## src/rtl/jump_ctrl.sv

```systemverilog
// Push-button to jump controller: synchronise and debounce the button, charge
// while it is held, hand the charge to the game FSM, and sequence restart.
module jump_ctrl #(
    parameter int DEBOUNCE_CYCLES = 16,
    parameter int TICK_DIV        = 1000,
    parameter int MAX_PRESS       = 200,
    parameter int MIN_PRESS       = 1
) (
    input  logic        clk,
    input  logic        rst_n,
    input  logic        btn_i,
    input  logic        game_busy_i,
    input  logic        game_over_i,
    input  logic        press_ack_i,
    output logic        press_valid_o,
    output logic [15:0] press_time_o,
    output logic        charging_o,
    output logic [7:0]  charge_level_o,
    output logic        restart_req_o
);

    // state      | meaning
    // IDLE       | waiting for a fresh debounced press, charge held at 0
    // CHARGE     | button held, charge grows one step per TICK_DIV cycles
    // ISSUE      | press_time presented with press_valid until acked
    // WAIT_BUSY  | acked, waiting for the game to start animating
    // WAIT_DONE  | game animating, new presses locked out
    // GAMEOVER   | waiting for a full press/release to request a restart

    localparam int DW = $clog2(DEBOUNCE_CYCLES);
    localparam int PW = ($clog2(TICK_DIV) > 10) ? $clog2(TICK_DIV) : 10;
    localparam logic [DW-1:0] DCNT_LAST  = DW'(DEBOUNCE_CYCLES - 1);
    localparam logic [PW-1:0] PRESC_LAST = PW'(TICK_DIV - 1);
    localparam logic [7:0]    CHARGE_MAX = 8'(MAX_PRESS);
    localparam logic [7:0]    CHARGE_MIN = 8'(MIN_PRESS);

    typedef enum logic [2:0] {
        ST_IDLE,
        ST_CHARGE,
        ST_ISSUE,
        ST_WAIT_BUSY,
        ST_WAIT_DONE,
        ST_GAMEOVER
    } state_t;

    logic [1:0]    sync_q;
    logic [1:0]    sync_vld_q;
    logic          btn_s;
    logic          btn_db_q;
    logic          btn_dq;
    logic [DW-1:0] dcnt_q;
    logic          arm_q;
    logic          rise;
    logic          fall;

    state_t        state_q, state_d;
    logic [PW-1:0] presc_q, presc_d;
    logic [7:0]    charge_q, charge_d;
    logic [7:0]    charge_inc;
    logic          seen_rise_q, seen_rise_d;
    logic          restart_q, restart_d;

    assign btn_s = sync_q[1];
    assign rise  = btn_db_q & ~btn_dq;
    assign fall  = ~btn_db_q & btn_dq;

    // arm_q blocks a button held through reset from being taken as a press:
    // a debounced low level must be seen once before any rise is honoured.
    always_ff @(posedge clk or negedge rst_n) begin
        if (!rst_n) begin
            sync_q     <= '0;
            sync_vld_q <= '0;
            btn_db_q   <= 1'b0;
            btn_dq     <= 1'b0;
            dcnt_q     <= '0;
            arm_q      <= 1'b0;
        end else begin
            sync_q     <= {sync_q[0], btn_i};
            sync_vld_q <= {sync_vld_q[0], 1'b1};
            btn_dq     <= btn_db_q;
            if (btn_s == btn_db_q) begin
                dcnt_q <= '0;
            end else if (dcnt_q == DCNT_LAST) begin
                btn_db_q <= ~btn_db_q;
                dcnt_q   <= '0;
            end else begin
                dcnt_q <= dcnt_q + 1'b1;
            end
            if (sync_vld_q[1] && !btn_s && !btn_db_q) begin
                arm_q <= 1'b1;
            end
        end
    end

    always_ff @(posedge clk or negedge rst_n) begin
        if (!rst_n) begin
            state_q     <= ST_IDLE;
            presc_q     <= '0;
            charge_q    <= '0;
            seen_rise_q <= 1'b0;
            restart_q   <= 1'b0;
        end else begin
            state_q     <= state_d;
            presc_q     <= presc_d;
            charge_q    <= charge_d;
            seen_rise_q <= seen_rise_d;
            restart_q   <= restart_d;
        end
    end

    assign charge_inc = (charge_q < CHARGE_MAX) ? charge_q + 8'd1 : charge_q;

    always_comb begin
        state_d     = state_q;
        presc_d     = presc_q;
        charge_d    = charge_q;
        seen_rise_d = seen_rise_q;
        restart_d   = 1'b0;

        case (state_q)
            ST_IDLE: begin
                if (rise && arm_q && !game_busy_i) begin
                    state_d  = ST_CHARGE;
                    presc_d  = '0;
                    charge_d = '0;
                end
            end
            ST_CHARGE: begin
                if (presc_q == PRESC_LAST) begin
                    presc_d  = '0;
                    charge_d = charge_inc;
                end else begin
                    presc_d = presc_q + 1'b1;
                end
                // the tick landing on the release edge still counts
                if (fall) begin
                    state_d = (charge_d >= CHARGE_MIN) ? ST_ISSUE : ST_IDLE;
                end
            end
            ST_ISSUE: begin
                if (press_ack_i) begin
                    state_d = ST_WAIT_BUSY;
                end
            end
            ST_WAIT_BUSY: begin
                if (game_busy_i) begin
                    state_d = ST_WAIT_DONE;
                end
            end
            ST_WAIT_DONE: begin
                if (!game_busy_i) begin
                    state_d = ST_IDLE;
                end
            end
            ST_GAMEOVER: begin
                if (rise) begin
                    seen_rise_d = 1'b1;
                end
                if (fall && seen_rise_q) begin
                    restart_d = 1'b1;
                    state_d   = ST_IDLE;
                end
            end
            default: state_d = ST_IDLE;
        endcase

        if (game_over_i && state_q != ST_GAMEOVER) begin
            state_d   = ST_GAMEOVER;
            restart_d = 1'b0;
        end
        if (state_d == ST_IDLE || state_d == ST_GAMEOVER) begin
            charge_d = '0;
        end
        if (state_d != ST_GAMEOVER) begin
            seen_rise_d = 1'b0;
        end
    end

    assign press_valid_o  = (state_q == ST_ISSUE);
    assign press_time_o   = press_valid_o ? {8'd0, charge_q} : 16'd0;
    assign charging_o     = (state_q == ST_CHARGE);
    assign charge_level_o = charge_q;
    assign restart_req_o  = restart_q;

endmodule

```

## config.mk

```make
export PLATFORM = sky130hd
export DESIGN_NAME = jump_ctrl
export DESIGN_NICKNAME = d
export VERILOG_FILES = /design/src/rtl/jump_ctrl.sv
export SDC_FILE = /design/constraint.sdc
export NUM_CORES = 1
export LEC_CHECK = 0
export CAP_MARGIN = 20
export CORE_UTILIZATION = 48
export CTS_CLUSTER_SIZE = 30
export DETAILED_ROUTE_END_ITERATION = 12
export HOLD_SLACK_MARGIN = 0.06
export PLACE_DENSITY = 0.73
export SYNTH_ARGS = -nofsm -noshare
export SYNTH_HDL_FRONTEND = slang
export SYNTH_SLANG_ARGS = --single-unit
```

## constraint.sdc

```tcl
create_clock -name clk -period 1.8 [get_ports clk]
set_input_delay 0.27 -clock clk [delete_from_list [all_inputs] [get_ports clk]]
set_output_delay 0.27 -clock clk [all_outputs]
set_load 0.03 [all_outputs]
```

# [After elaboration in Yosys (flattened, before gate mapping)]
# Cells that the tools add are included.
[totals] reg_bits=34 word_cells=81
[op_classes] n_addsub=3 order_cmp=2 eq_ne=13 n_mux=27 n_bitwise=5 n_reduce_logical=20
[op_table] op="two-way mux 8 bit" n=6
[op_table] op="two-way mux 3 bit" n=7
[op_table] op="two-way mux 10 bit" n=2
[op_table] op="case mux 10 bit (2 select lines)" n=1
[op_table] op="case mux 3 bit (6 select lines)" n=1
[op_table] op="case mux 8 bit (2 select lines)" n=1
[op_table] op="adder 10 x 1 -> 10 bit (second input constant)" n=1
[op_table] op="== test 10 bit (second input constant)" n=1
[op_table] op="== test 3 bit (second input constant)" n=3
[op_table] op="inequality test 3 bit (second input constant)" n=3
[op_table] op="adder 8 x 1 -> 8 bit (second input constant)" n=1
[op_table] op=">= comparator 8 x 1 -> 1 bit (second input constant)" n=1
[op_table] op="less-than comparator 8 bit (second input constant)" n=1
[op_table] op="two-way mux 4 bit" n=2
[op_table] op="AND reduction 2 bit" n=4
[op_table] op="== test 3 x 2 -> 1 bit (second input constant)" n=2
[op_table] op="logical AND 1 bit" n=6
[op_table] op="zero test 3 bit" n=2
[op_table] op="two-way mux 1 bit" n=6
[op_table] op="nonzero test 2 bit" n=3
[op_table] op="adder 4 x 1 -> 4 bit (second input constant)" n=1
[op_table] op="== test 4 bit (second input constant)" n=1
[op_table] op="== test 3 x 1 -> 1 bit (second input constant)" n=1
[op_table] op="zero test 1 bit" n=3
[op_table] op="7 further kinds" n=10

# [Depth between registers and ports, before layout]
# Gate-level depths: netlist (run 1).
[logic_depth] word_depth=13 ltp_mapped=9 depth_no_buf=7

# [Worst setup path after synthesis (run 1)]
# No wires, ideal clock.
[synth_path] kind="flip-flop to flip-flop" from="reg charge_q[4] (netlist: charge_level_o[4])" to="reg charge_q[4] (netlist: charge_level_o[4])" setup_ps=88 t_arrival_ps=1813 slack_ps=-101 path_stages_with_launch=8 synth_period_minus_slack_ps=1901 cell_sequence="dfrtp_1 -> buf_6 -> o311a_1 -> nor4_4 -> buf_6 -> nand3_2 -> or3_1 -> a22oi_1"
[synth_via] elab_chain_len=13
[synth_lines] item="start, declared" line_no="58" rtl="logic [7:0] charge_q, charge_d;"
[synth_lines] item="start signal, assigned" line_no="105" rtl="charge_q <= charge_d;"
[synth_lines] item="adder 8 x 1 -> 8 bit or less-than comparator 8 bit (tied branches)" line_no="111" rtl="assign charge_inc = (charge_q < CHARGE_MAX) ? charge_q + 8'd1 : charge_q;"
[synth_lines] item="two-way mux 8 bit" line_no="111"
[synth_lines] item="two-way mux 8 bit *" line_no="129" rtl="if (presc_q == PRESC_LAST) begin"
[synth_lines] item="two-way mux 8 bit *" line_no="120" rtl="case (state_q)"
[synth_lines] item=">= comparator 8 x 1 -> 1 bit" line_no="137" rtl="state_d = (charge_d >= CHARGE_MIN) ? ST_ISSUE : ST_IDLE;"
[synth_lines] item="two-way mux 2 bit" line_no="137"
[synth_lines] item="two-way mux 3 bit" line_no="136" rtl="if (fall) begin"
[synth_lines] item="case mux 3 bit (6 select lines)" line_no="120"
[synth_lines] item="two-way mux 3 bit" line_no="167" rtl="if (game_over_i && state_q != ST_GAMEOVER) begin"
[synth_lines] item="== test 3 bit or zero test 3 bit (tied branches)" line_no="171" rtl="if (state_d == ST_IDLE || state_d == ST_GAMEOVER) begin"
[synth_lines] item="logical OR 1 bit" line_no="171"
[synth_lines] item="inequality test 3 bit (no line) or nonzero test 3 bit (tied branches)"
[synth_lines] item="AND reduction 2 bit (no line)"
# Mark *: on every way between the ends. The rest lies on a longest branch, timed or not. The select of a mux whose other input is x is not followed.
# A chain may end at the register's enable or synchronous reset.

# [Worst setup path in the final report (run 1)]
[layout_path] from="reg charge_q[5] (netlist: charge_level_o[5])" to="reg charge_q[4] (netlist: charge_level_o[4])"
# The elaborated chain is that of the path after synthesis.

==> results_dict.tcl, run 1 <==
set metrics [dict create \
    drt_pass1_iterations 5 \
    grt_pass1_vias 1814 \
    fin_tns_setup_ns -0.0655 \
    ys_warn_count 0 \
    ys_top_cells_by_area "dfrtp_1 41%, o21ai_0 5.1%, and2_1 3.4%" \
    clk_latency_ns 0.29 \
    start_util 0.506 \
    critPathKind "reg2reg" \
    ys_async_sr_fraction 1.00 \
    p_total_mw 2.65 \
    hold_class "reg2reg" \
    crit_fanout 4 \
    grt_use_met1 0.314 \
    clock_skew_ns 0.00649 \
    fin_ws_ns -0.0334 \
    yosys.area.top_type_share 0.414 \
    postCtsHoldBufs 0 \
    portBuffers 24 \
    clock_path_buffers 2 \
    dpl_cell_area_sq_um 2540 \
    synth.avg_cell_area_sq_um 9.25 \
    peakVddDrop_mv 0.646 \
    violations "negative setup slack" \
    clkSlewWorstSetupHoldPaths_ns 0.07 \
    synth-edff-count 0 \
    finish.net_count 295 \
    syn_area_sq_um 2050 \
    place_inst 322 \
    ant_nets 0 \
    overflow 0 \
    wl_per_cell_microns 15.2 \
    die_x_microns 67.4 \
    hold_violations 0 \
    cp_data_arrival_time_ns 2.04 \
    finalCriticalPeriod_ns 1.83 \
    grt_max_degree 35 \
    synth_top_family_by_area "simple AND/OR/NAND/NOR gates" \
    synth_seq_cells 34 \
    clock_sinks 34 \
    rsz0062_at_grt "yes" \
    ys_seq_area_frac 0.414 \
    antenna_found_initial 0 \
    num_io_pins 33 \
    required_ns 2.01 \
    grt_usage 0.246 \
    drive_gt1_frac 0.338 \
    core_sq_um 4060 \
    syn_to_final_growth_pct 38.6 \
    leakagePower_nw 1.31 \
    fp.dieH_microns 67.4 \
    cp-start-kind "flop" \
    synth_cell_types 58 \
    cts_buffers 5 \
    cts_tree "done" \
    gp_congestion 0.853 \
    fin_area_sq_um 2850 \
    maxCapViolations 0 \
    top_usage_layer "met2" \
    hpwl_microns 3440 \
    instances_no_fill 337 \
    grtUsageMet3 0.0473 \
    endpoint_kind "flop" \
    synth_top_cell_by_area "dfrtp_1" \
    detail_route.wirelength_microns 5130 \
    dieArea_sq_um 4540 \
    synth_simple_gate_area_frac 0.249 \
    finalSetupViolations 3 \
    clock_tree.htree_level_count 2 \
    use_met2 0.400 \
    synth_cells 222 \
    status "finished with violations" \
    synth-xor-area-share 0.0171 \
    n_fill_cell 308 \
    synth_compound_gate_area_share 0.213 \
    power_density_nw_per_um2 930 \
    timing.hold.ws_ns 0.356 \
    fmax_mhz 545 \
    via_count 1967 \
    via_per_inst 5.84 \
    synth_ff_type "dfrtp_1" \
    dr.first_iter.drc_count 178 \
    drc 0 \
    yosys-mux-area-fraction 0.0152 \
    synth_fa_ha_area_frac 0.0183 \
    report.final.slew_viol_count 0 \
    rows 23 \
    antenna_cells 0 \
    grt_pass1_wl_microns 8250 \
    min_period_over_period 1.02 \
    root_buffer "clkbuf_8" \
]
state kept, by name, summed over array words and instances, names as in the netlist:
signal,flops
arm_q,1
restart_req_o,1
presc_q,10
btn_dq,1
dcnt_q,4
sync_q,2
btn_db_q,1
seen_rise_q,1
charge_level_o,8
sync_vld_q,2
state_q,3
logic make-up (layout without fill, tap and decap cells):
logic type | count (synthesis) | in the layout
xor+xnor | 4 | 4
buf+inv | 24 | 81
simple gates | 84 | 85
compound gates | 68 | 68
mux | 3 | 3
flops | 34 | 34
fa+ha+maj | 3 | 3
other cells | 2 | 9
per-layer routing:
metal | vias up | wire length [microns]
met5 | - | 0
met4 | 0 | 148
met3 | 15 | 251
met2 | 91 | 2590
met1 | 940 | 2150
li1 | 921 | -
synthesized netlist by cell type, types with 2 or more instances:
master / instances
conb_1: 2
and2_1: 11
nor3_1: 4
dfrtp_1: 34
o21ai_0: 21
nand2_1: 14
buf_4: 8
nand3_1: 7
nor2_1: 17
nand3b_1: 4
o31ai_1: 4
a221oi_1: 3
buf_6: 2
a21oi_1: 13
and3_1: 4
a211o_1: 3
buf_2: 5
a31oi_1: 4
a22oi_1: 5
or3_1: 3
nor2b_1: 3
ha_1: 3
xnor2_1: 3
mux2i_1: 2
inv_1: 3
clkbuf_1: 4
o22ai_1: 3
nand2b_1: 3
power breakdown:
part | switching, mW | internal, mW | total, mW
registers | 0.144 | 0.875 | 1.02
logic | 0.418 | 0.357 | 0.775
clock network | 0.297 | 0.555 | 0.852
total | 0.859 | 1.79 | 2.65
cell usage in the layout (no fill, tap or decap), types with 4 or more instances in the layout:
cell,count
a31oi_1,4
nand2_1,13
a22oi_1,4
dfrtp_1,29
dfrtp_2,5
and3_1,4
a21oi_1,12
o21ai_1,9
nand3b_1,4
and2_1,9
nand3_1,7
conb_1,9
clkdlybuf4s50_1,12
nor2_1,15
buf_6,5
o21ai_0,12
clkbuf_8,5
buf_4,48
through the flow:
stage                     setup WS (ns)   util
after global routing             -0.101  0.701
after floorplan                 -0.0383      -
final                           -0.0334  0.701
after global placement          -0.0715  0.627
after detailed placement         -0.118  0.627
after CTS                       -0.0373  0.674
critical path, cell delays in order, from the launching register on:
cell	delay [ns]
dfrtp_2	0.41
o311a_4	0.40
nor4_4	0.21
buf_4	0.20
nand3_2	0.06
or3_1	0.31
a22oi_1	0.15
layout make-up:
class                   count  area, sq um  share of cell area
clock buffers               5         68.8              0.0242
clock inverters             3         68.8              0.0242
inverters                   4         15.0             0.00528
multi-input cells         172         1200               0.421
flip-flops and latches     34          857               0.301
well taps                  50         62.6              0.0220
repair buffers             69          574               0.202
worst paths after layout:
check                                  start                end  slack [ns]  cells after the start
hold reg to reg                sync_vld_q[0]      sync_vld_q[1]        0.36                      0
setup reg to reg           charge_level_o[5]  charge_level_o[4]       -0.03                      6
min in group asynchronous              rst_n      restart_req_o        0.38                      2
setup / recovery           charge_level_o[5]  charge_level_o[4]       -0.03                      6
max in group asynchronous              rst_n  charge_level_o[0]        1.09                      2
hold / removal                 sync_vld_q[0]      sync_vld_q[1]        0.36                      0
timing repair:
action / in CTS / in global routing
setup endpoints to repair: 19 / 25
cloned: 1 / 1
pin swaps: 3 / 4
buffers inserted: 2 / 3
gates resized for setup: 13 / 27
Power figures use the tool's default switching activity.
==> inputs of run 2 (changes only) <==
--- a/config.mk
+++ b/config.mk
@@ -11,6 +11,7 @@
 export DETAILED_ROUTE_END_ITERATION = 12
 export HOLD_SLACK_MARGIN = 0.06
 export PLACE_DENSITY = 0.73
+export SLEW_MARGIN = 30
 export SYNTH_ARGS = -nofsm -noshare
 export SYNTH_HDL_FRONTEND = slang
 export SYNTH_SLANG_ARGS = --single-unit
==> results of run 2 <==
Final layout, timing and power as in run 1 (identical DEF).
==> inputs of run 3 (changes only) <==
--- a/config.mk
+++ b/config.mk
@@ -11,7 +11,7 @@
 export DETAILED_ROUTE_END_ITERATION = 12
 export HOLD_SLACK_MARGIN = 0.06
 export PLACE_DENSITY = 0.73
-export SLEW_MARGIN = 30
+export SLEW_MARGIN = 20
 export SYNTH_ARGS = -nofsm -noshare
 export SYNTH_HDL_FRONTEND = slang
 export SYNTH_SLANG_ARGS = --single-unit
==> results of run 3 <==
Final layout, timing and power as in run 1 (identical DEF).
==> variant (config.mk and constraints of run 2) <==
Register the output `charge_level_o` once more, cleared by the reset; this adds one clock of latency there. The other outputs are not delayed to match.
--- a/src/rtl/jump_ctrl.sv
+++ b/src/rtl/jump_ctrl.sv
@@ -179,7 +179,13 @@
     assign press_valid_o  = (state_q == ST_ISSUE);
     assign press_time_o   = press_valid_o ? {8'd0, charge_q} : 16'd0;
     assign charging_o     = (state_q == ST_CHARGE);
-    assign charge_level_o = charge_q;
+    always_ff @(posedge clk or negedge rst_n) begin
+        if (!rst_n) begin
+            charge_level_o <= '0;
+        end else begin
+            charge_level_o <= charge_q;
+        end
+    end
     assign restart_req_o  = restart_q;
 
 endmodule
Function: same outputs for any inputs over 10 cycles, from zero or initial values and one cycle with rst_n low; that may be too few to reach the edited logic, so the function may still have changed.
==> variant against run 2 <==
- the run still ends with setup timing left
- design area is 5.0% higher
- synthesized area is 7.4% higher
- total power is 6.1% lower
- count of clock-buffer cells in the layout is 2 higher
- wire length is 2.1% higher
- worst setup slack worse by 0.20 ns
- hold slack worse by 0.0046 ns
- sequential cell count is 8 higher
- critical path type unchanged
- critical endpoint is now charge_q[4]
- largest cell class unchanged
- largest power group unchanged
==> variant: results <==
[run_status]
status = "finished with violations"
failed_checks = "setup timing"

[yosys]
yosys-top-cells-area = "dfrtp_1 48%, o21ai_0 4.8%, and3_1 3.7%"
async_flop_share_pct = 100
synth.distinct_cells = 52
ys_seq_area_share_pct = 47.6
synth_compound_area_share_pct = 17.1
synth_common_cells = "42 x dfrtp_1, 21 x o21ai_0, 17 x nor2_1"
synth_mux_area_share_pct = 1.02
syn_area_per_cell_um2 = 9.47
synth-adder-area-share_pct = 1.70
yosys_warnings = 0
synth_xor_area_share_pct = 2.38

[cells_and_area]
nets = 312
drive_gt1_share_pct = 30.9
area_growth_pct = 35.5
reg_top3 = "presc_q (10), charge_level_o (8), charge_q (8)"
diodes = 0
final.fill_count = 333

[timing]
layout_setup_ws_ns = -0.229
setup_viol = 9
skew_ns = 0.00734

[clocking]
htree_levels = 2
clockBufferDepth = 2
clkSlewWorstSetupHoldPaths_ns = 0.08
clock-root-buffer = "clkbuf_8"
cts_buffers = 5
clk_latency_ns = 0.29

[place]
dpl_cell_area_mm2 = 0.00273
numPortBuffers = 24
placedCellCount = 340
dp_hpwl_um = 3580
gp_congestion = 0.929

[setup_path]
critPathSlowestCell = "or3b_4"
path_max_fanout = 4
slowest_delay_ns = 0.45
critPathArrivalTime_ns = 2.25
path_delay_family = "simple AND/OR/NAND/NOR gates"

[grt]
grt_use_total_pct = 22.8
grt_pass1_vias = 1845
grt_max_degree = 23
antenna_found_initial = 0
grt_pass1_wl_um = 8770

[route]
routed_wl_um = 5240
dr_total_vias = 2012
drt_first_pass_iters = 4
wl_per_cell_um = 14.7
first_iter_violations = 242

[floorplanning]
core.rowCount = 24

[pwr]
p_int_uw = 1670
p_leak_uw = 0.00143
peakVddDrop_uv = 843

[hold_path]
hold_path_class = "flop to flop"
## variant: changes by cell type after synthesis, moves of 4 or more
cell	delta
dfrtp_1	+8
buf_2	-4
a22oi_1	-4
and2_1	-9
nand2b_1	+4
inv_1	+6
and3_1	+9
nand4_1	+6
## variant: kinds of logic after synthesis
family | Yosys count
simple gates | 90
compound gates | 61
flops | 42
buf+inv | 27
xor+xnor | 6
fa+ha+maj | 3
other cells | 2
mux | 2
## variant: power groups by stage
stage,logic (uW),clock network [uW],registers [uW]
after floorplan,368,0,1080
after global placement,665,0,1080
after detailed placement,677,0,1080
after CTS,715,628,1060
after global routing,872,686,1090
final,788,616,1080
## variant: area by class of cell
type                       instances  share of cell area, %
multi-input combinational        171                   38.1
sequential                        42                   35.3
timing repair buffer              74                   20.2
clock buffer                       7                   2.89
tap                               52                   2.18
inverter                           9                   1.21
clock inverter                     1                  0.168
## variant: worst paths after layout
kind,from,end,depth (start not counted),slack [ns]
max in group asynchronous,rst_n,state_q[1],3,0.83
min reg2reg,sync_q[0],sync_q[1],0,0.35
max reg2reg,presc_q[3],charge_q[4],7,-0.23
min in group asynchronous,rst_n,state_q[0],2,0.48
max,presc_q[3],charge_q[4],7,-0.23
min,sync_q[0],sync_q[1],0,0.35
## variant: per-stage QoR
stage | hold WS, ns | setup WS, ns | TNS (ns) | total power, uW
global route | 0.359 | -0.324 | -2.79 | 2650
floorplan | -0.0256 | -0.187 | -1.42 | 1450
finish | 0.351 | -0.229 | -1.68 | 2490
global placement | 0.254 | -0.255 | -3.12 | 1740
detailed placement | 0.254 | -0.317 | -4.21 | 1760
CTS | 0.352 | -0.111 | -0.324 | 2410
## variant: what timing repair did
action	in CTS	in global routing
hold buffers	1	0
pin swaps	15	6
gates resized for setup	17	19
buffers inserted	5	3
endpoints found under the setup margin	19	23
hold endpoints to repair	20	0
## variant: routing by layer
metal	GRT usage [%]	wire length, um
met5	0	0
met4	7.33	97
met3	4.80	306
met2	37.4	2660
met1	30.1	2170
